$ cat src/rtl/sr04_scheduler.sv
// Arbitrates auto/button/UART measurement requests for an SR04 sensor controller.
// Optional build macro SR04_AVG_EN: dist_out becomes a 4-sample running average.
module sr04_scheduler #(
   parameter int CLK_HZ     = 100_000_000,
   parameter int PERIOD_MS  = 100,
   parameter int TIMEOUT_MS = 30,
   parameter int HOLDOFF_MS = 60
) (
   input  logic       clk,
   input  logic       rst,
   input  logic       auto_en,
   input  logic       req_uart,
   input  logic       req_btn,
   input  logic [9:0] sr04_distance,
   input  logic       sr04_done,
   output logic       sr04_start,
   output logic [9:0] dist_out,
   output logic       dist_valid,
   output logic       err_timeout,
   output logic [1:0] owner,
   output logic       busy
);

   localparam int TICK_DIV = (CLK_HZ / 1000 < 1) ? 1 : CLK_HZ / 1000;
   localparam int PW       = (TICK_DIV > 1) ? $clog2(TICK_DIV) : 1;

   typedef enum logic [1:0] {IDLE, START, WAIT, HOLDOFF} state_t;

   state_t          state_reg;
   logic [PW-1:0]   pre_reg;
   logic            ms_tick;
   logic [9:0]      per_reg;
   logic [7:0]      tmo_reg;
   logic [7:0]      hold_reg;
   logic            uart_pend_reg;
   logic            btn_pend_reg;
   logic            auto_pend_reg;
   logic            auto_set;
   logic            grant_uart;
   logic            grant_btn;
   logic            grant_auto;
   logic            capture;

   assign ms_tick    = (pre_reg == PW'(TICK_DIV - 1));
   assign auto_set   = ms_tick && (per_reg == 10'(PERIOD_MS - 1));
   assign grant_uart = (state_reg == IDLE) && uart_pend_reg;
   assign grant_btn  = (state_reg == IDLE) && !uart_pend_reg && btn_pend_reg;
   assign grant_auto = (state_reg == IDLE) && !uart_pend_reg && !btn_pend_reg && auto_pend_reg;
   assign capture    = (state_reg == WAIT) && sr04_done;

   always_ff @(posedge clk or posedge rst) begin
      if (rst) begin
         pre_reg <= '0;
      end else if (ms_tick) begin
         pre_reg <= '0;
      end else begin
         pre_reg <= pre_reg + 1'b1;
      end
   end

   // A new request in the same cycle as its grant survives the clear.
   always_ff @(posedge clk or posedge rst) begin
      if (rst) begin
         per_reg       <= '0;
         uart_pend_reg <= 1'b0;
         btn_pend_reg  <= 1'b0;
         auto_pend_reg <= 1'b0;
      end else begin
         uart_pend_reg <= (uart_pend_reg && !grant_uart) || req_uart;
         btn_pend_reg  <= (btn_pend_reg && !grant_btn) || req_btn;
         if (!auto_en) begin
            per_reg       <= '0;
            auto_pend_reg <= 1'b0;
         end else begin
            auto_pend_reg <= (auto_pend_reg && !grant_auto) || auto_set;
            if (ms_tick) begin
               per_reg <= auto_set ? 10'd0 : per_reg + 10'd1;
            end
         end
      end
   end

   // Holdoff is measured in whole ms ticks from START, so the restart
   // spacing is quantised to the free-running tick phase.
   always_ff @(posedge clk or posedge rst) begin
      if (rst) begin
         state_reg   <= IDLE;
         tmo_reg     <= '0;
         hold_reg    <= '0;
         sr04_start  <= 1'b0;
         dist_valid  <= 1'b0;
         err_timeout <= 1'b0;
         owner       <= 2'd0;
         busy        <= 1'b0;
      end else begin
         sr04_start  <= 1'b0;
         dist_valid  <= 1'b0;
         err_timeout <= 1'b0;
         case (state_reg)
            IDLE: begin
               if (uart_pend_reg || btn_pend_reg || auto_pend_reg) begin
                  state_reg  <= START;
                  sr04_start <= 1'b1;
                  busy       <= 1'b1;
                  owner      <= grant_uart ? 2'd2 : (grant_btn ? 2'd1 : 2'd0);
               end
            end
            START: begin
               tmo_reg   <= '0;
               hold_reg  <= '0;
               state_reg <= WAIT;
            end
            WAIT: begin
               if (ms_tick) begin
                  tmo_reg <= tmo_reg + 8'd1;
                  if (hold_reg != 8'hFF) hold_reg <= hold_reg + 8'd1;
               end
               if (sr04_done) begin
                  dist_valid <= 1'b1;
                  state_reg  <= HOLDOFF;
               end else if (tmo_reg == 8'(TIMEOUT_MS)) begin
                  err_timeout <= 1'b1;
                  state_reg   <= HOLDOFF;
               end
            end
            HOLDOFF: begin
               if (hold_reg >= 8'(HOLDOFF_MS)) begin
                  state_reg <= IDLE;
                  busy      <= 1'b0;
               end else if (ms_tick && hold_reg != 8'hFF) begin
                  hold_reg <= hold_reg + 8'd1;
               end
            end
            default: state_reg <= IDLE;
         endcase
      end
   end

`ifdef SR04_AVG_EN
   logic [9:0]  hist_reg [0:2];
   logic [1:0]  n_reg;
   logic [11:0] sum4;

   assign sum4 = 12'(hist_reg[0]) + 12'(hist_reg[1]) + 12'(hist_reg[2]) + 12'(sr04_distance);

   always_ff @(posedge clk or posedge rst) begin
      if (rst) begin
         hist_reg[0] <= '0;
         n_reg       <= '0;
         dist_out    <= '0;
      end else if (capture) begin
         hist_reg[0] <= sr04_distance;
         if (n_reg != 2'd3) n_reg <= n_reg + 2'd1;
         // Three older samples plus the new one make a full window.
         dist_out <= (n_reg == 2'd3) ? sum4[11:2] : sr04_distance;
      end
   end

   genvar gi;
   generate
      for (gi = 1; gi < 3; gi++) begin : g_hist
         always_ff @(posedge clk or posedge rst) begin
            if (rst) begin
               hist_reg[gi] <= '0;
            end else if (capture) begin
               hist_reg[gi] <= hist_reg[gi-1];
            end
         end
      end
   endgenerate
`else
   always_ff @(posedge clk or posedge rst) begin
      if (rst) begin
         dist_out <= '0;
      end else if (capture) begin
         dist_out <= sr04_distance;
      end
   end
`endif

endmodule

$ cat config.mk
export PLATFORM = sky130hd
export DESIGN_NAME = sr04_scheduler
export DESIGN_NICKNAME = d
export VERILOG_FILES = /design/src/rtl/sr04_scheduler.sv
export SDC_FILE = /design/constraint.sdc
export NUM_CORES = 1
export LEC_CHECK = 0
export BUFFER_PORTS_ARGS = -buffer_cell sky130_fd_sc_hd__clkbuf_2
export CAP_MARGIN = 20
export CORE_ASPECT_RATIO = 1.4
export CORE_MARGIN = 5
export CORE_UTILIZATION = 40
export DETAILED_ROUTE_END_ITERATION = 8
export SYNTH_ARGS = -nofsm -noshare
export SYNTH_HDL_FRONTEND = slang
export SYNTH_SLANG_ARGS = --single-unit
$ cat constraint.sdc
create_clock -name clk -period 2.65 [get_ports clk]
set_input_delay 0.53 -clock clk [delete_from_list [all_inputs] [get_ports clk]]
set_output_delay 0.53 -clock clk [all_outputs]
set_load 0.1 [all_outputs]
==> metrics.md, run 1 <==
| Metric | Value |
|---|---|
| Cells resized by post-CTS repair | `0` |
| GRT Resource Usage Total | `between 10% and 20%` |
| Largest clock skew in the final design | `0.0112 ns` |
| Maximum number of pins on one net before global-route repair | `40` |
| Number of nets in the synthesized netlist | `329` |
| Final setup vio count | `0` |
| Number of buffers on the longest clock path | `2` |
| Power per cell area | `969 nW/um^2` |
| H-tree depth reported by CTS | `3` |
| Number of hold buffers added after cts | `0` |
| Fraction of the mapped netlist area in simple logic gates | `between 20% and 30%` |
| Effective utilization at floorplan | `41.0%` |
| Largest cells by area after synthesis | `sky130_fd_sc_hd__dfrtp_1, sky130_fd_sc_hd__ha_1, sky130_fd_sc_hd__mux2_2, sky130_fd_sc_hd__xnor2_1, sky130_fd_sc_hd__xor2_1` |
| Layout overhead on the synthesized area | `15.0%` |
| Routed length per placed instance | `13.9 microns` |
| FF-to-FF End | `per_reg[2]` |
| Gate count after technology mapping | `~300` |
| Required time of the critical path | `2.86 ns` |
| Total die area | `about 10000 sq um` |
| Overflow left after global routing | `0` |
| Via count of the first global-routing pass | `roughly 2300` |
| Complex-gate fraction of the synthesized area | `between 10% and 20%` |
| Worst IR Drop VDD | `approximately 0.72 mV` |
| Dominant combinational cell family by area after synthesis | `simple AND/OR/NAND/NOR gates` |
| Total setup buffers inserted after CTS | `0` |
| EDFF count, synth | `0` |
| MaxCap Viol Count | `0` |
| Detailed placement HPWL | `4480 microns` |
| Measured slew at the worst slew-check pin | `0.551 ns` |
| Share of Yosys cell area claimed by the top area cell type | `around 50%` |
| Fraction of the yosys area taken by sequential cells | `50.1%` |
| CTS clock-pin slew for the worst setup and hold paths | `0.07 ns` |
| Standard-cell rows | `38` |
| Clock root buffer | `sky130_fd_sc_hd__clkbuf_8` |
| Dominant synthesized flop cell | `sky130_fd_sc_hd__dfrtp_1` |
| Sinks on the clock net | `64` |
| Setup repair after global routing missed its margin | `no` |
| Antenna Nets Post-Route | `0` |
| Smallest hold slack | `0.215 ns` |
| Sum of routed wire length over all layers | `6210 microns` |
| Worst-case reg-to-reg path depth | `6` |
| Kind of path behind the tightest hold check | `input port to asynchronous set/reset pin` |
| Ys Warns | `0` |
| Weighted congestion reported at the end of routability-driven placement | `0.779` |
| Setup TNS Final | `0 ns` |
| Clock latency at the later pin of the worst-skew pair | `0.35 ns` |
| # nets final | `369` |
| Diode count | `0` |
| Largest fanout of any net on the critical path | `16` |
| Total via count in the routed design | `2350` |
| Routed vias/inst | `5.26` |
| Achievable frequency | `about 470 MHz` |
| Flip-flop count of the largest register after layout | `17` |
| Post-Syn Area per Cell | `10.6 sq um` |
| Reg2Reg Launch Point | `pre_reg[0]` |
| Number of remaining DRC errors | `0` |
| Worst slew margin relative to its limit | `63.4%` |
| Most repeated cell in the gate-level netlist after synthesis | `sky130_fd_sc_hd__dfrtp_1` |
| Starting DRC count in detailed routing | `86` |
| Leakage power | `1.67 nW` |
| Critical path type | `register to register` |
| Crit end category | `register` |
| Proportion of synthesized area in mux cells | `under 10%` |
| Post-Syn Area | `3200 sq um` |
| Run status | `finished, final reports clean` |
| Synth top cells by count | `sky130_fd_sc_hd__dfrtp_1, sky130_fd_sc_hd__nor2_1, sky130_fd_sc_hd__nand2_1` |
| Share of flip-flops with an asynchronous set or reset | `100%` |
| Standard cell core area | `7800 sq um` |
| Adder-cell share of the synthesized area | `4.31%` |
| Setup slack on the worst flop-to-flop path | `0.51 ns` |
| Crit path time final | `approximately 2.1 ns` |
| Die outline height | `116 microns` |
| Share of final-layout standard cells stronger than drive strength 1 | `about 22%` |
| Hold Fails Final Rpt | `0` |
| Final Max Slew Viols | `0` |
| Yosys reg bits | `between 60 and 70` |
| XOR/XNOR Fraction of Synth Area | `6.58%` |
| Startpoint type of the worst setup path | `register` |
| Most area-hungry cell type in the Yosys netlist | `sky130_fd_sc_hd__dfrtp_1` |
| Unique cell type count in the Yosys netlist | `49` |
| Number of buffers inserted during clock tree synthesis | `9` |
| TritonCTS clock tree | `yes` |
| Initial antenna violation count | `0` |
| Detailed-router iteration count before antenna repair | `4` |
| Buffers on Ports | `31` |
| First-pass GRT wire length | `10500 microns` |
| IO Count | `32` |
| Share of the cycle needed by the critical path after routing | `80.9%` |
| Data arrival time of the worst path | `2.36 ns` |
| Total design power | `0.00356 W` |
| Die outline width | `85.6 microns` |
-- cells in the final DEF (no fill, tap or decap), types with 2 or more instances in the layout --
cell,instances
sky130_fd_sc_hd__nand3_1,14
sky130_fd_sc_hd__nor3b_1,2
sky130_fd_sc_hd__and4_2,2
sky130_fd_sc_hd__inv_1,13
sky130_fd_sc_hd__clkbuf_1,2
sky130_fd_sc_hd__clkbuf_8,11
sky130_fd_sc_hd__o21ai_0,18
sky130_fd_sc_hd__ha_1,11
sky130_fd_sc_hd__mux2_2,10
sky130_fd_sc_hd__clkinv_2,2
sky130_fd_sc_hd__clkbuf_2,31
sky130_fd_sc_hd__nand2b_1,2
sky130_fd_sc_hd__xnor2_1,12
sky130_fd_sc_hd__nor4b_1,2
sky130_fd_sc_hd__nand4_1,12
sky130_fd_sc_hd__nor4b_4,2
sky130_fd_sc_hd__nand2_1,24
sky130_fd_sc_hd__dfrtp_1,64
sky130_fd_sc_hd__a21oi_1,10
sky130_fd_sc_hd__a21o_2,2
sky130_fd_sc_hd__a21o_1,2
sky130_fd_sc_hd__buf_4,6
sky130_fd_sc_hd__nor2_1,26
sky130_fd_sc_hd__xor2_1,12
sky130_fd_sc_hd__nor4_1,3
sky130_fd_sc_hd__nor4_4,2
sky130_fd_sc_hd__a41oi_1,3
sky130_fd_sc_hd__o31ai_1,4
sky130_fd_sc_hd__a21boi_0,2
sky130_fd_sc_hd__and3_1,6
sky130_fd_sc_hd__nor3_1,9
sky130_fd_sc_hd__a31oi_1,5
sky130_fd_sc_hd__mux2i_1,2
-- cell families after synthesis --
kind of cell    Yosys count
compound gates           56
buf+inv                  22
simple gates            113
xor+xnor                 24
flops                    64
fa+ha+maj                11
mux                      12
-- final cells by class --
| type | count | area (sq um) |
|---|---|---|
| Fill cell | 744 | 4120 |
| Sequential cell | 64 | 1600 |
| Multi-Input combinational cell | 216 | 1500 |
| Tap cell | 100 | 125 |
| Clock buffer | 13 | 159 |
| Inverter | 14 | 52.6 |
| Timing Repair Buffer | 37 | 200 |
| Clock inverter | 3 | 40.0 |
-- critical path, cell delays in order, from the launching register on --
cell and delay, ns:
sky130_fd_sc_hd__dfrtp_1 0.40, sky130_fd_sc_hd__ha_1 0.23, sky130_fd_sc_hd__and4_2 0.31, sky130_fd_sc_hd__and4_2 0.46
sky130_fd_sc_hd__nand4_1 0.20, sky130_fd_sc_hd__nand2_1 0.31, sky130_fd_sc_hd__nor2_1 0.09
-- how the worst max path moves through the flow --
stage                from             to  slack [ns]  depth (start not counted)
6_report       pre_reg[0]     per_reg[2]        0.51                          6
2_1_floorplan         rst  auto_pend_reg        0.52                          1
3_3_place_gp   pre_reg[0]     per_reg[3]        0.60                          6
5_1_grt        pre_reg[0]     per_reg[2]        0.33                          6
4_1_cts        pre_reg[0]     per_reg[9]        0.48                          6
3_5_place_dp   pre_reg[0]     per_reg[9]        0.50                          6
-- metrics by stage --
step	instances	setup slack (ns)	util [%]	instance area, sq um
after floorplan	302	0.522	-	3200
after global placement	431	0.598	44.6	3480
after detailed placement	431	0.495	44.6	3480
after CTS	447	0.482	47.1	3670
after global routing	447	0.329	47.1	3670
final	447	0.507	47.1	3670
-- routing by layer --
| metal | part of all wire (%) | global-route usage, % | up-vias |
|---|---|---|---|
| met5 | 0 | 0 | - |
| met4 | 2.3 | 7.92 | 0 |
| met2 | 52 | 23.3 | 35 |
| li1 | - | - | 1160 |
| met1 | 42 | 15.3 | 1141 |
| met3 | 3.4 | 3.70 | 14 |
-- power breakdown --
part | total [W] | switching (W) | internal [W]
logic | 0.00153 | 0.00119 | 0.000343
clock network | 0.000847 | 0.000364 | 0.000483
registers | 0.00118 | 0.0000736 | 0.00111
total | 0.00356 | 0.00163 | 0.00193
No activity file was read; power rests on OpenSTA's default activity.
==> inputs of run 2 (changes only) <==
==> constraint.sdc (replaced) <==
create_clock -name clk -period 2.1 [get_ports clk]
set_input_delay 0.42 -clock clk [delete_from_list [all_inputs] [get_ports clk]]
set_output_delay 0.42 -clock clk [all_outputs]
set_load 0.1 [all_outputs]
==> run 2 against run 1 <==
Effect of this change:
- core utilization rose by 0.95 points
- total power rose by 28%
- critical path type unchanged
- clock skew rose by 0.0031 ns
- sequential cell count did not move
- critical endpoint is now per_reg[9]
- critical path depth rose by 1
- count of clock-buffer cells in the layout rose by 1
- hold slack got worse by 0.11 ns
- sequential share of layout area fell by 0.86 points
- combinational power rose by 27%
==> metrics.md, run 2 (synthesized netlist as in run 1, its figures left out) <==
| Metric | Value |
|---|---|
| Sinks on the clock net | `64` |
| Detailed placement HPWL | `4540 microns` |
| Reg2Reg Launch Point | `pre_reg[0]` |
| Startpoint type of the worst setup path | `register` |
| Final Max Slew Viols | `0` |
| Initial antenna violation count | `0` |
| Maximum number of pins on one net before global-route repair | `65` |
| Worst IR Drop VDD | `1.06 mV` |
| Critical path type | `register to register` |
| MaxCap Viol Count | `0` |
| Cells after DPL | `434` |
| Starting DRC count in detailed routing | `89` |
| Required time of the critical path | `2.33 ns` |
| Largest clock skew in the final design | `between 0.01 and 0.015 ns` |
| Share of the cycle needed by the critical path after routing | `between 90 and 100%` |
| IO Count | `32` |
| Most common library cell in the layout ignoring fill and taps | `sky130_fd_sc_hd__dfrtp_1` |
| TritonCTS clock tree | `yes` |
| Leakage power | `1.71 nW` |
| Number of buffers inserted during clock tree synthesis | `9` |
| Share of final-layout standard cells stronger than drive strength 1 | `a little under a quarter` |
| GRT Resource Usage Total | `14.1%` |
| Final Worst Setup Slack | `0.177 ns` |
| Layout overhead on the synthesized area | `17.3%` |
| Combinational Power Share | `42.6%` |
| Total via count in the routed design | `2364` |
| Data arrival time of the worst path | `2.16 ns` |
| Crit path time final | `1.92 ns` |
| Flip-flop count of the largest register after layout | `17` |
| Routed vias/inst | `5.23` |
| Power per cell area | `1220 nW/um^2` |
| Number of buffers on the longest clock path | `2` |
| Clock latency at the later pin of the worst-skew pair | `0.35 ns` |
| Hold Fails Final Rpt | `0` |
| Die outline height | `116 microns` |
| Setup repair after global routing missed its margin | `no` |
| Number of hold buffers added after cts | `0` |
| Buffers on Ports | `31` |
| Standard cell core area | `7800 sq um` |
| Die outline width | `85.6 microns` |
| Antenna Nets Post-Route | `0` |
| Number of standard cells in the final layout excluding fillers | `452` |
| Total die area | `9910 sq um` |
| Kind of path behind the tightest hold check | `input port to asynchronous set/reset pin` |
| Run status | `finished, final reports clean` |
| Standard-cell rows | `38` |
| Part of the power in registers | `32.6%` |
| Weighted congestion reported at the end of routability-driven placement | `approximately 0.79` |
| Internal cell power | `0.00252 W` |
| Clock root buffer | `sky130_fd_sc_hd__clkbuf_8` |
| # nets final | `374` |
| Via count of the first global-routing pass | `roughly 2400` |
| First-pass GRT wire length | `10900 microns` |
| Largest fanout of any net on the critical path | `8` |
| Diode count | `0` |
| Worst slew margin relative to its limit | `63.5%` |
| Post-place setup slack | `0.118 ns` |
| Effective utilization at floorplan | `roughly two fifths` |
| Switching share of power | `44.9%` |
| Critical Path Source | `pre_reg[0]` |
| Routed length per placed instance | `14.3 microns` |
| Highest-count cells in the layout ignoring fill and taps | `sky130_fd_sc_hd__dfrtp_1, sky130_fd_sc_hd__clkbuf_2, sky130_fd_sc_hd__nor2_1` |
| Crit end category | `register` |
| Measured slew at the worst slew-check pin | `0.550 ns` |
| CTS clock-pin slew for the worst setup and hold paths | `0.08 ns` |
| Setup TNS Final | `0 ns` |
| Clock share of power | `24.7%` |
| Achievable frequency | `520 MHz` |
| Overflow left after global routing | `0` |
| Detailed-router iteration count before antenna repair | `4` |
| Sum of routed wire length over all layers | `6440 microns` |
| Final setup vio count | `0` |
| Number of remaining DRC errors | `0` |
| H-tree depth reported by CTS | `3` |
| Sw power | `about 0.002 W` |
-- run 2: path summary, 6_finish.rpt --
check	end	slack, ns	cells past startpoint
max in group asynchronous	per_reg[0]	1.70	3
hold reg to reg	pre_reg[0]	0.48	1
setup reg to reg	per_reg[9]	0.18	7
setup / recovery	per_reg[9]	0.18	7
min in group clk	uart_pend_reg	0.25	2
hold / removal	dist_out[6]	0.11	3
-- run 2: final cells by class --
type | count | area (sq um)
Clock inverter | 2 | 35.0
Inverter | 14 | 52.6
Clock buffer | 14 | 183
Timing Repair Buffer | 42 | 250
Fill cell | 757 | 4050
Sequential cell | 64 | 1600
Multi-Input combinational cell | 216 | 1500
Tap cell | 100 | 125
-- run 2: power by group through the flow --
stage / sequential (W) / combinational (W) / clock, W
4_1_cts: 0.00149 / 0.00196 / 0.00117
6_report: 0.00149 / 0.00195 / 0.00113
3_3_place_gp: 0.00151 / 0.00195 / 0
3_5_place_dp: 0.00151 / 0.00196 / 0
5_1_grt: 0.00152 / 0.00208 / 0.00122
2_1_floorplan: 0.00246 / 0.000636 / 0
-- run 2: critical path, stage by stage (launching register included) --
cell	delay [ns]
sky130_fd_sc_hd__dfrtp_1	0.38
sky130_fd_sc_hd__ha_1	0.23
sky130_fd_sc_hd__and4_2	0.30
sky130_fd_sc_hd__nand4_4	0.18
sky130_fd_sc_hd__buf_4	0.23
sky130_fd_sc_hd__nor4_2	0.28
sky130_fd_sc_hd__xnor2_1	0.16
sky130_fd_sc_hd__nor2_1	0.05
-- run 2: stage by stage --
step | area, sq um | utilization, % | hold slack [ns] | power (W)
finish | 3750 | 48.1 | 0.109 | 0.00458
global route | 3750 | 48.1 | 0.136 | 0.00482
CTS | 3730 | 47.8 | 0.118 | 0.00463
detailed placement | 3510 | 45.0 | 0.478 | 0.00347
global placement | 3510 | 45.0 | 0.466 | 0.00346
floorplan | 3200 | - | 0.452 | 0.00310
-- run 2: layer usage --
| layer | track usage [%] | vias to the layer above | part of all wire, % |
|---|---|---|---|
| met5 | 0 | - | 0 |
| met4 | 7.60 | 0 | 2.5 |
| met3 | 4.05 | 12 | 3.0 |
| met2 | 24.3 | 31 | 52 |
| met1 | 15.8 | 1154 | 42 |
| li1 | - | 1167 | - |
-- run 2: what timing repair did --
action                                 in CTS  in global routing
endpoints found under the hold margin       0                  0
setup endpoints to repair                   0                  7
resized for setup                           0                  1
buffers inserted                            0                  2
